[config.mk]
export PLATFORM = sky130hd
export DESIGN_NAME = rr_arbiter_fsm
export DESIGN_NICKNAME = d
export VERILOG_FILES = /design/src/rtl/rr_arbiter_fsm.sv
export SDC_FILE = /design/constraint.sdc
export NUM_CORES = 1
export LEC_CHECK = 0
export CORE_UTILIZATION = 25
export CTS_CLUSTER_DIAMETER = 80
export CTS_CLUSTER_SIZE = 12
export DETAILED_ROUTE_END_ITERATION = 6
export DONT_BUFFER_PORTS = 1
export PLACE_DENSITY = 0.44
export SLEW_MARGIN = 20
export SYNTH_ARGS = -nofsm -noshare
export SYNTH_HDL_FRONTEND = slang
export SYNTH_SLANG_ARGS = --single-unit
[constraint.sdc]
create_clock -name clk -period 1.67 [get_ports clk]
set_clock_uncertainty 0.15 [all_clocks]
set_input_delay 0.167 -clock clk [delete_from_list [all_inputs] [get_ports clk]]
set_output_delay 0.167 -clock clk [all_outputs]
set_load 0.02 [all_outputs]
[src/rtl/rr_arbiter_fsm.sv]
// ---------------------------------------------------------------------------
// rr_arbiter_fsm
//
// Moore-style round-robin arbiter sharing one single-owner resource among
// N_REQ requesters. A grant is held for as long as the owner keeps its
// request high (no preemption). On release, the priority pointer moves to
// the requester after the last owner, so no requester can starve. Every
// owner change is separated by exactly one cycle with no grant.
//
// Parameters
//   N_REQ    number of requesters (2..16)
//   IDX_W    width of the grant index, equal to ceil(log2(N_REQ))
//   TMO_CYC  longest grant in cycles before a forced release (>= 2);
//            only meaningful when RRARB_TIMEOUT_EN is defined
//
// Optional feature
//   RRARB_TIMEOUT_EN  when defined, a grant still requested after TMO_CYC
//                     cycles is released as a normal release and tmo_o
//                     pulses for one cycle. When undefined, grants are
//                     unbounded and tmo_o is tied to 0.
//
// Ports
//   clk        in   system clock, rising edge
//   rstn       in   asynchronous active-low reset
//   req_i      in   [N_REQ] request per requester, held high while in use
//   gnt_o      out  [N_REQ] registered one-hot grant, zero when no owner
//   gnt_vld_o  out  registered, high whenever gnt_o is non-zero
//   gnt_idx_o  out  [IDX_W] registered binary index of the current owner;
//                   keeps its last value while gnt_vld_o is low
//   tmo_o      out  registered one-cycle pulse on a forced release
// ---------------------------------------------------------------------------
`default_nettype none

module rr_arbiter_fsm #(
    parameter int N_REQ   = 4,
    parameter int IDX_W   = 2,
    parameter int TMO_CYC = 16
) (
    input  logic             clk,
    input  logic             rstn,
    input  logic [N_REQ-1:0] req_i,
    output logic [N_REQ-1:0] gnt_o,
    output logic             gnt_vld_o,
    output logic [IDX_W-1:0] gnt_idx_o,
    output logic             tmo_o
);

    // Elaboration-time parameter sanity checks.
    if (IDX_W != $clog2(N_REQ)) begin : g_bad_idx_w
        $error("rr_arbiter_fsm: IDX_W must equal ceil(log2(N_REQ))");
    end
    if (TMO_CYC < 2) begin : g_bad_tmo
        $error("rr_arbiter_fsm: TMO_CYC must be at least 2");
    end

    localparam logic [1:0] S_IDLE    = 2'b00;
    localparam logic [1:0] S_GRANT   = 2'b01;
    localparam logic [1:0] S_RELEASE = 2'b10;

    logic [1:0]       state_q, state_d;
    logic [IDX_W-1:0] ptr_q,   ptr_d;
    logic [N_REQ-1:0] gnt_q,   gnt_d;
    logic             vld_q,   vld_d;
    logic [IDX_W-1:0] idx_q,   idx_d;

    logic [IDX_W-1:0] win;
    logic             owner_req;
    logic             tmo_hit;

    // First set request scanning ptr, ptr+1, ..., N_REQ-1, 0, ..., ptr-1.
    // The wrap is done against N_REQ so non-power-of-2 sizes work.
    function automatic logic [IDX_W-1:0] find_winner(
        input logic [N_REQ-1:0] req,
        input logic [IDX_W-1:0] ptr
    );
        logic             found;
        logic [IDX_W-1:0] sel;
        int               pos;
        found = 1'b0;
        sel   = '0;
        for (int i = 0; i < N_REQ; i++) begin
            pos = int'(ptr) + i;
            if (pos >= N_REQ) begin
                pos = pos - N_REQ;
            end
            if (!found && req[pos]) begin
                found = 1'b1;
                sel   = IDX_W'(pos);
            end
        end
        return sel;
    endfunction

    // (idx + 1) mod N_REQ
    function automatic logic [IDX_W-1:0] next_idx(input logic [IDX_W-1:0] idx);
        if (int'(idx) == N_REQ - 1) begin
            return '0;
        end
        return idx + IDX_W'(1);
    endfunction

    function automatic logic [N_REQ-1:0] onehot(input logic [IDX_W-1:0] idx);
        logic [N_REQ-1:0] v;
        v      = '0;
        v[idx] = 1'b1;
        return v;
    endfunction

    assign win       = find_winner(req_i, ptr_q);
    // The grant index register doubles as the owner while in GRANT.
    assign owner_req = req_i[idx_q];

`ifdef RRARB_TIMEOUT_EN
    localparam int CNT_W = $clog2(TMO_CYC);

    logic [CNT_W-1:0] cnt_q, cnt_d;
    logic             tmo_q, tmo_d;

    // Limit reached while the owner still wants the resource. If the owner
    // drops in that same cycle the release is a normal one (no pulse).
    assign tmo_hit = (state_q == S_GRANT) && owner_req &&
                     (cnt_q == CNT_W'(TMO_CYC - 1));

    // Counter is zero in the first GRANT cycle and counts every cycle the
    // grant is held, so a grant lasts at most TMO_CYC cycles.
    always_comb begin
        tmo_d = tmo_hit;
        cnt_d = '0;
        if ((state_q == S_GRANT) && (state_d == S_GRANT)) begin
            cnt_d = cnt_q + CNT_W'(1);
        end
    end

    always_ff @(posedge clk or negedge rstn) begin
        if (!rstn) begin
            cnt_q <= '0;
            tmo_q <= 1'b0;
        end else begin
            cnt_q <= cnt_d;
            tmo_q <= tmo_d;
        end
    end

    assign tmo_o = tmo_q;
`else
    assign tmo_hit = 1'b0;
    assign tmo_o   = 1'b0;
`endif

    // Next state plus the outputs that go with it; outputs are registered
    // from these so they change on the same edge as the state.
    always_comb begin
        state_d = state_q;
        ptr_d   = ptr_q;
        gnt_d   = gnt_q;
        vld_d   = vld_q;
        idx_d   = idx_q;
        case (state_q)
            // RELEASE behaves like IDLE except it always lasts one cycle;
            // ptr has already been rotated on the way in.
            S_IDLE, S_RELEASE: begin
                if (|req_i) begin
                    state_d = S_GRANT;
                    gnt_d   = onehot(win);
                    vld_d   = 1'b1;
                    idx_d   = win;
                end else begin
                    state_d = S_IDLE;
                    gnt_d   = '0;
                    vld_d   = 1'b0;
                end
            end
            S_GRANT: begin
                if (!owner_req || tmo_hit) begin
                    state_d = S_RELEASE;
                    gnt_d   = '0;
                    vld_d   = 1'b0;
                    ptr_d   = next_idx(idx_q);
                end
            end
            // Unused code: recover to IDLE with every output cleared.
            default: begin
                state_d = S_IDLE;
                gnt_d   = '0;
                vld_d   = 1'b0;
                idx_d   = '0;
            end
        endcase
    end

    always_ff @(posedge clk or negedge rstn) begin
        if (!rstn) begin
            state_q <= S_IDLE;
            ptr_q   <= '0;
            gnt_q   <= '0;
            vld_q   <= 1'b0;
            idx_q   <= '0;
        end else begin
            state_q <= state_d;
            ptr_q   <= ptr_d;
            gnt_q   <= gnt_d;
            vld_q   <= vld_d;
            idx_q   <= idx_d;
        end
    end

    assign gnt_o     = gnt_q;
    assign gnt_vld_o = vld_q;
    assign gnt_idx_o = idx_q;

endmodule

`default_nettype wire

==> qor.yml, run 1 <==
outcome: "complete, no violations"
synth_top_flop_cell: "dfrtp_1"
syn_avg_cell_area_um2: 11.3
period_needed_ps: 1640
endpoint_kind: "flop"
p_leak_nw: 0.287
synth_area_leader_cell: "dfrtp_1"
synth_common_cells: "dfrtp_1 (10), nand2_1 (4), a21oi_1 (3)"
crit_chain: "mux4_2 > nor3_4 > mux2_4"
grt_pass1_wl_mm: 1.95
hp-start: "req_i[3]"
synth.most_common_cell: "dfrtp_1"
fin_crit_sh: 0.981
slew_viol_final: 0
syn2layout_area_growth_pct: 26.1
grtUsageTotal: 0.125
nets: 65
rows: 16
place.gp.congestion: 0.739
grt_pass1_vias: 389
startpoint_type: "flop"
yosys-top-cells-area: "dfrtp_1 (47%), mux4_2 (4.2%), a32o_1 (3.8%), o41ai_1 (3.3%), nor3_4 (3.1%)"
cp_slowest_stage_delay_ps: 530
yosysWarnings: 0
dieArea_um2: 2320
vias: 418
clockBufferDepth: 2
startpoint: "gnt_idx_o[0]$_DFFE_PN0P_"
clk_pin_slew_ps: 70
crit_slowest_cell: "mux4_2"
yosysTopAreaCellShare: 0.469
drt_first_iter_violations: 13
wl_per_cell_um: 14.5
synth_seq_cells: 10
dr.pass1.iters: 4
cts_buffers: 3
timing.fmax_mhz: 610
ir_drop_uv: 798
synth_nets: 54
power_density_nw_per_um2: 1960
fin_ws_ps: 31.0
final_area_um2: 672
overflow: 0
final-setup-viol-count: 0
syn_area_um2: 533
diodes: 0
clk_latency_ps: 270
vias_per_cell: 4.98
ys_seq_area_frac: 0.469
routed_wl_mm: 1.22
cp_max_fo: 2
final-hold-violation-count: 0
timing.rr.start: "gnt_idx_o[0]$_DFFE_PN0P_"
cts_tree: "done"
io_buffers: 0
synth-edff-count: 0
die_h_um: 48.2
dp_hpwl_um: 868
initial_core_util: 0.269
synthCells: 47
place_ws_ps: 37.8
synthArstFlopShare: 1.00
cp.required_ps: 1670
cts_root_buf: "clkbuf_4"
power_mw: 1.31
grt_max_degree: 11
numClockSinks: 10
drc_errors: 0
rsz0062_at_grt: "true"
setup_tns_ps: 0
arrival_ps: 1640
ys_types: 28
die-width_um: 48.2
crit_type: "reg -> reg"
grt_antenna_before_repair: 0
htreeDepth: 1
hp-class: "in -> reg"
core_area_um2: 1980
cts_setup_buffers: 0
final_util: 0.339
ant_nets: 0
drive_gt1_frac: 0.298
dpl_cell_area_um2: 598
ioPinCount: 14
cap_violations: 0
[per-stage QoR]
| stage | hold WS, ps | cells |
|---|---|---|
| floorplan | -279 | 47 |
| CTS | 99.7 | 84 |
| global placement | -278 | 78 |
| detailed placement | -278 | 78 |
| global route | 123 | 84 |
| finish | 93.1 | 84 |
[cell type report]
type | count | area (um2)
fill | 196 | 1310
multi-input combinational | 34 | 285
sequential | 10 | 251
timing repair buffer | 7 | 57.6
clock buffer | 4 | 36.3
tap | 27 | 33.8
inverter | 2 | 7.51
[metal layers]
metal / vias to the layer above / track usage / part of all wire
met5: - / 0 / 0
met4: 0 / 0.0167 / 0.0082
met3: 2 / 0.0593 / 0.083
met2: 15 / 0.179 / 0.44
met1: 202 / 0.176 / 0.46
li1: 199 / - / -
[timing repair]
action,in CTS,in global routing
resized for setup,0,3
setup endpoints to repair,0,3
hold buffers,2,0
endpoints found under the hold margin,11,0
[logic make-up (layout without fill, tap and decap cells)]
kind of cell,count (synthesis),in the layout,share of synthesized area
AOI/OAI and AO/OA,16,16,0.221
and+or+nand+nor,13,13,0.169
DFF,10,10,0.469
muxes,3,3,0.0822
buffers and inverters,3,13,0.0282
adders and majority gates,1,1,0.0235
other,1,1,0.00704
[flip-flops by register name, summed over array words and instances, names as in the netlist]
name,flops
gnt_idx_o,2
gnt_o,4
gnt_vld_o,1
ptr_q,2
state_q,1
[layout by cell type (no fill, tap or decap)]
| cell type | synthesis | routed |
|---|---|---|
| dfrtp_2 | 0 | 1 |
| conb_1 | 1 | 1 |
| clkbuf_8 | 0 | 1 |
| clkbuf_4 | 0 | 3 |
| dfrtp_1 | 10 | 9 |
| mux2i_1 | 1 | 1 |
| or2_1 | 1 | 1 |
| inv_1 | 2 | 2 |
| nand2b_1 | 2 | 2 |
| a31oi_1 | 1 | 1 |
| nor3_4 | 1 | 1 |
| a32o_1 | 2 | 2 |
| nor3b_2 | 1 | 1 |
| dlygate4sd3_1 | 0 | 2 |
| o31ai_1 | 1 | 1 |
| o221ai_2 | 0 | 1 |
| nand2_1 | 4 | 4 |
| o21ai_0 | 1 | 1 |
| ha_1 | 1 | 1 |
| a21oi_1 | 3 | 3 |
| o22ai_1 | 1 | 1 |
| o41ai_1 | 2 | 1 |
| a21o_1 | 1 | 1 |
| nor4_2 | 1 | 1 |
| o21a_1 | 1 | 1 |
| o41ai_2 | 0 | 1 |
| nor3b_1 | 1 | 1 |
| o22a_1 | 1 | 1 |
| a22oi_1 | 1 | 1 |
| mux4_2 | 1 | 1 |
| mux2_4 | 0 | 1 |
| buf_4 | 1 | 5 |
| nor2_1 | 2 | 2 |
[final timing paths]
check                                      endpoint  slack [ps]  cells after the start
setup / recovery               ptr_q[1]$_DFFE_PN0P_          30                      3
hold / removal                gnt_vld_o$_DFFE_PN0P_          90                      3
setup reg to reg               ptr_q[1]$_DFFE_PN0P_          30                      3
hold reg to reg            gnt_idx_o[0]$_DFFE_PN0P_         490                      2
max in group asynchronous  gnt_idx_o[0]$_DFFE_PN0P_         890                      1
min in group asynchronous      gnt_o[3]$_DFFE_PN0P_         130                      1
[critical path, delay by kind of cell (launching register included)]
| family | cells | cell delay (ps) |
|---|---|---|
| AND/OR/NAND/NOR | 1 | 160 |
| flip-flops | 1 | 370 |
| multiplexers | 2 | 840 |
[report_power, final]
part           switching [mW]  leakage [nW]  internal [mW]
Clock                  0.0884        0.0210          0.132
Sequential              0.151         0.125          0.356
Combinational           0.311         0.141          0.275
(Power assumes the default switching activity.)
==> run 2: changes to the inputs <==
--- a/config.mk
+++ b/config.mk
@@ -12,3 +12,4 @@
 export DONT_BUFFER_PORTS = 1
-export PLACE_DENSITY = 0.44
+export PLACE_DENSITY = 0.42
+export REMOVE_ABC_BUFFERS = 1
 export SLEW_MARGIN = 20
==> constraint.sdc (replaced) <==
create_clock -name clk -period 1.75 [get_ports clk]
set_clock_uncertainty 0.15 [all_clocks]
set_input_delay 0.35 -clock clk [delete_from_list [all_inputs] [get_ports clk]]
set_output_delay 0.35 -clock clk [all_outputs]
set_load 0.02 [all_outputs]
==> qor.yml, run 2 (synthesized netlist as in run 1, its figures left out) <==
rows: 16  # unchanged
cp_max_fo: 2  # unchanged
timing.hold.ws_ps: 208  # was 93.1 ps
power_density_nw_per_um2: 1900  # was 1960 nW/um2
cts_root_buf: "clkbuf_4"  # unchanged
dr.pass1.iters: 2  # was 4
rsz0062_at_grt: "false"  # was true
crit_buf_inv: 0  # unchanged
nets: 64  # was 65
ioPinCount: 14  # unchanged
arrival_ps: 1670  # was 1640 ps
clk_latency_ps: 260  # was 270 ps
grt_pass1_wl_mm: 1.93  # was 1.95 mm
fin_ws_ps: 76.9  # was 31.0 ps
sequentialPowerShare: 0.387  # was 0.386
dp_hpwl_um: 938  # was 868 um
p_leak_nw: 0.278  # was 0.287 nW
diodes: 0  # unchanged
vias_per_cell: 5.08  # was 4.98
startpoint_type: "flop"  # unchanged
ant_nets: 0  # unchanged
drc_errors: 0  # unchanged
switching_share: 0.415  # was 0.419
vias: 422  # was 418
crit_chain: "mux4_2 > nor3_4 > mux2_4"  # unchanged
fin_cells: 83  # was 84
period_needed_ps: 1670  # was 1640 ps
drt_first_iter_violations: 6  # was 13
numClockSinks: 10  # unchanged
drive_gt1_frac: 0.250  # was 0.298
switchingPower_mw: 0.510  # was 0.551 mW
cp_slowest_stage_delay_ps: 550  # was 530 ps
ir_drop_uv: 675  # was 798 uV
die-width_um: 48.2  # unchanged
io_buffers: 0  # unchanged
endpoint_kind: "flop"  # unchanged
pwr-share-comb: 0.445  # was 0.446
grt_antenna_before_repair: 0  # unchanged
timing.fmax_mhz: 598  # was 610 MHz
crit_slowest_cell: "mux4_2"  # unchanged
initial_core_util: 0.269  # unchanged
die_h_um: 48.2  # unchanged
syn2layout_area_growth_pct: 21.4  # was 26.1%
cp.required_ps: 1750  # was 1670 ps
fin_crit_sh: 0.956  # was 0.981
place.gp.congestion: 0.681  # was 0.739
wl_per_cell_um: 15.0  # was 14.5 um
dp.cells: 78  # unchanged
routed_wl_mm: 1.24  # was 1.22 mm
largest_reg_flops: 4  # unchanged
dieArea_um2: 2320  # unchanged
grt_max_degree: 11  # unchanged
place_ws_ps: 40.2  # was 37.8 ps
cts_tree: "done"  # unchanged
clkPwrFrac: 0.168  # about the same
crit_family: "multiplexers"  # unchanged
final_cell_mix: "dfrtp_1 (10), buf_4 (5), nand2_1 (4)"  # was dfrtp_1 (9), buf_4 (5), nand2_1 (4)
grt_pass1_vias: 416  # was 389
overflow: 0  # unchanged
setup_tns_ps: 0  # unchanged
cap_violations: 0  # unchanged
fill_cells: 212  # was 196
outcome: "complete, no violations"  # unchanged
grtUsageTotal: 0.127  # was 0.125
cts_buffers: 3  # unchanged
cts_setup_buffers: 0  # unchanged
hp-class: "in -> reg"  # unchanged
crit_type: "reg -> reg"  # unchanged
core_area_um2: 1980  # unchanged
power_mw: 1.23  # was 1.31 mW
clockBufferDepth: 2  # unchanged
p_int_mw: 0.719  # was 0.763 mW
htreeDepth: 1  # unchanged
final-hold-violation-count: 0  # unchanged
slew_viol_final: 0  # unchanged
mostFrequentLayoutCell: "dfrtp_1"  # unchanged
final-setup-viol-count: 0  # unchanged
clk_pin_slew_ps: 70  # about the same
-- run 2: worst reg2reg max path, cell delays in order (launching register included) --
cell and delay, ps:
dfrtp_1 360, mux4_2 550, nor3_4 170, mux2_4 320
-- run 2: power groups by stage --
stage               logic (mW)  registers (mW)  clock network (mW)
finish                   0.547           0.476               0.207
global route             0.608           0.492               0.227
CTS                      0.533           0.479               0.219
detailed placement       0.525           0.482                   0
global placement         0.524           0.483                   0
floorplan                0.300           0.532                   0
-- run 2: area by class of cell --
class	count	area [um2]	share of cell area
sequential	10	250	0.387
tap	27	33.8	0.0522
inverter	2	7.51	0.0116
timing repair buffer	6	47.5	0.0735
clock buffer	4	36.3	0.0561
multi-input combinational	34	272	0.420
-- run 2: metal layers --
layer	up-vias	global-route usage	routed length, um
li1	200	-	-
met1	209	0.182	564
met2	13	0.173	585
met3	0	0.0667	93
met4	0	0.0167	0
met5	-	0	0
-- run 2: path summary, 6_finish.rpt --
kind	startpoint	to	slack, ps	cells past startpoint
hold reg to reg	ptr_q[0]$_DFFE_PN0P_	ptr_q[0]$_DFFE_PN0P_	460	2
setup reg to reg	gnt_idx_o[0]$_DFFE_PN0P_	ptr_q[1]$_DFFE_PN0P_	80	3
hold / removal	req_i[3]	gnt_o[1]$_DFFE_PN0P_	210	2
setup / recovery	gnt_idx_o[0]$_DFFE_PN0P_	ptr_q[1]$_DFFE_PN0P_	80	3
max in group asynchronous	rstn	gnt_vld_o$_DFFE_PN0P_	780	1
min in group asynchronous	rstn	gnt_idx_o[1]$_DFFE_PN0P_	340	1
-- run 2: repair_timing --
action                     CTS  global route
hold endpoints to repair    10             0
hold buffers                 1             0
setup endpoints to repair    0             1
gates resized for setup      0             1
-- run 2: per-stage QoR --
step                      utilization  cell area [um2]
after floorplan                     -              526
after global placement          0.301              597
after detailed placement        0.301              597
after CTS                       0.324              643
after global routing            0.326              647
final                           0.326              647
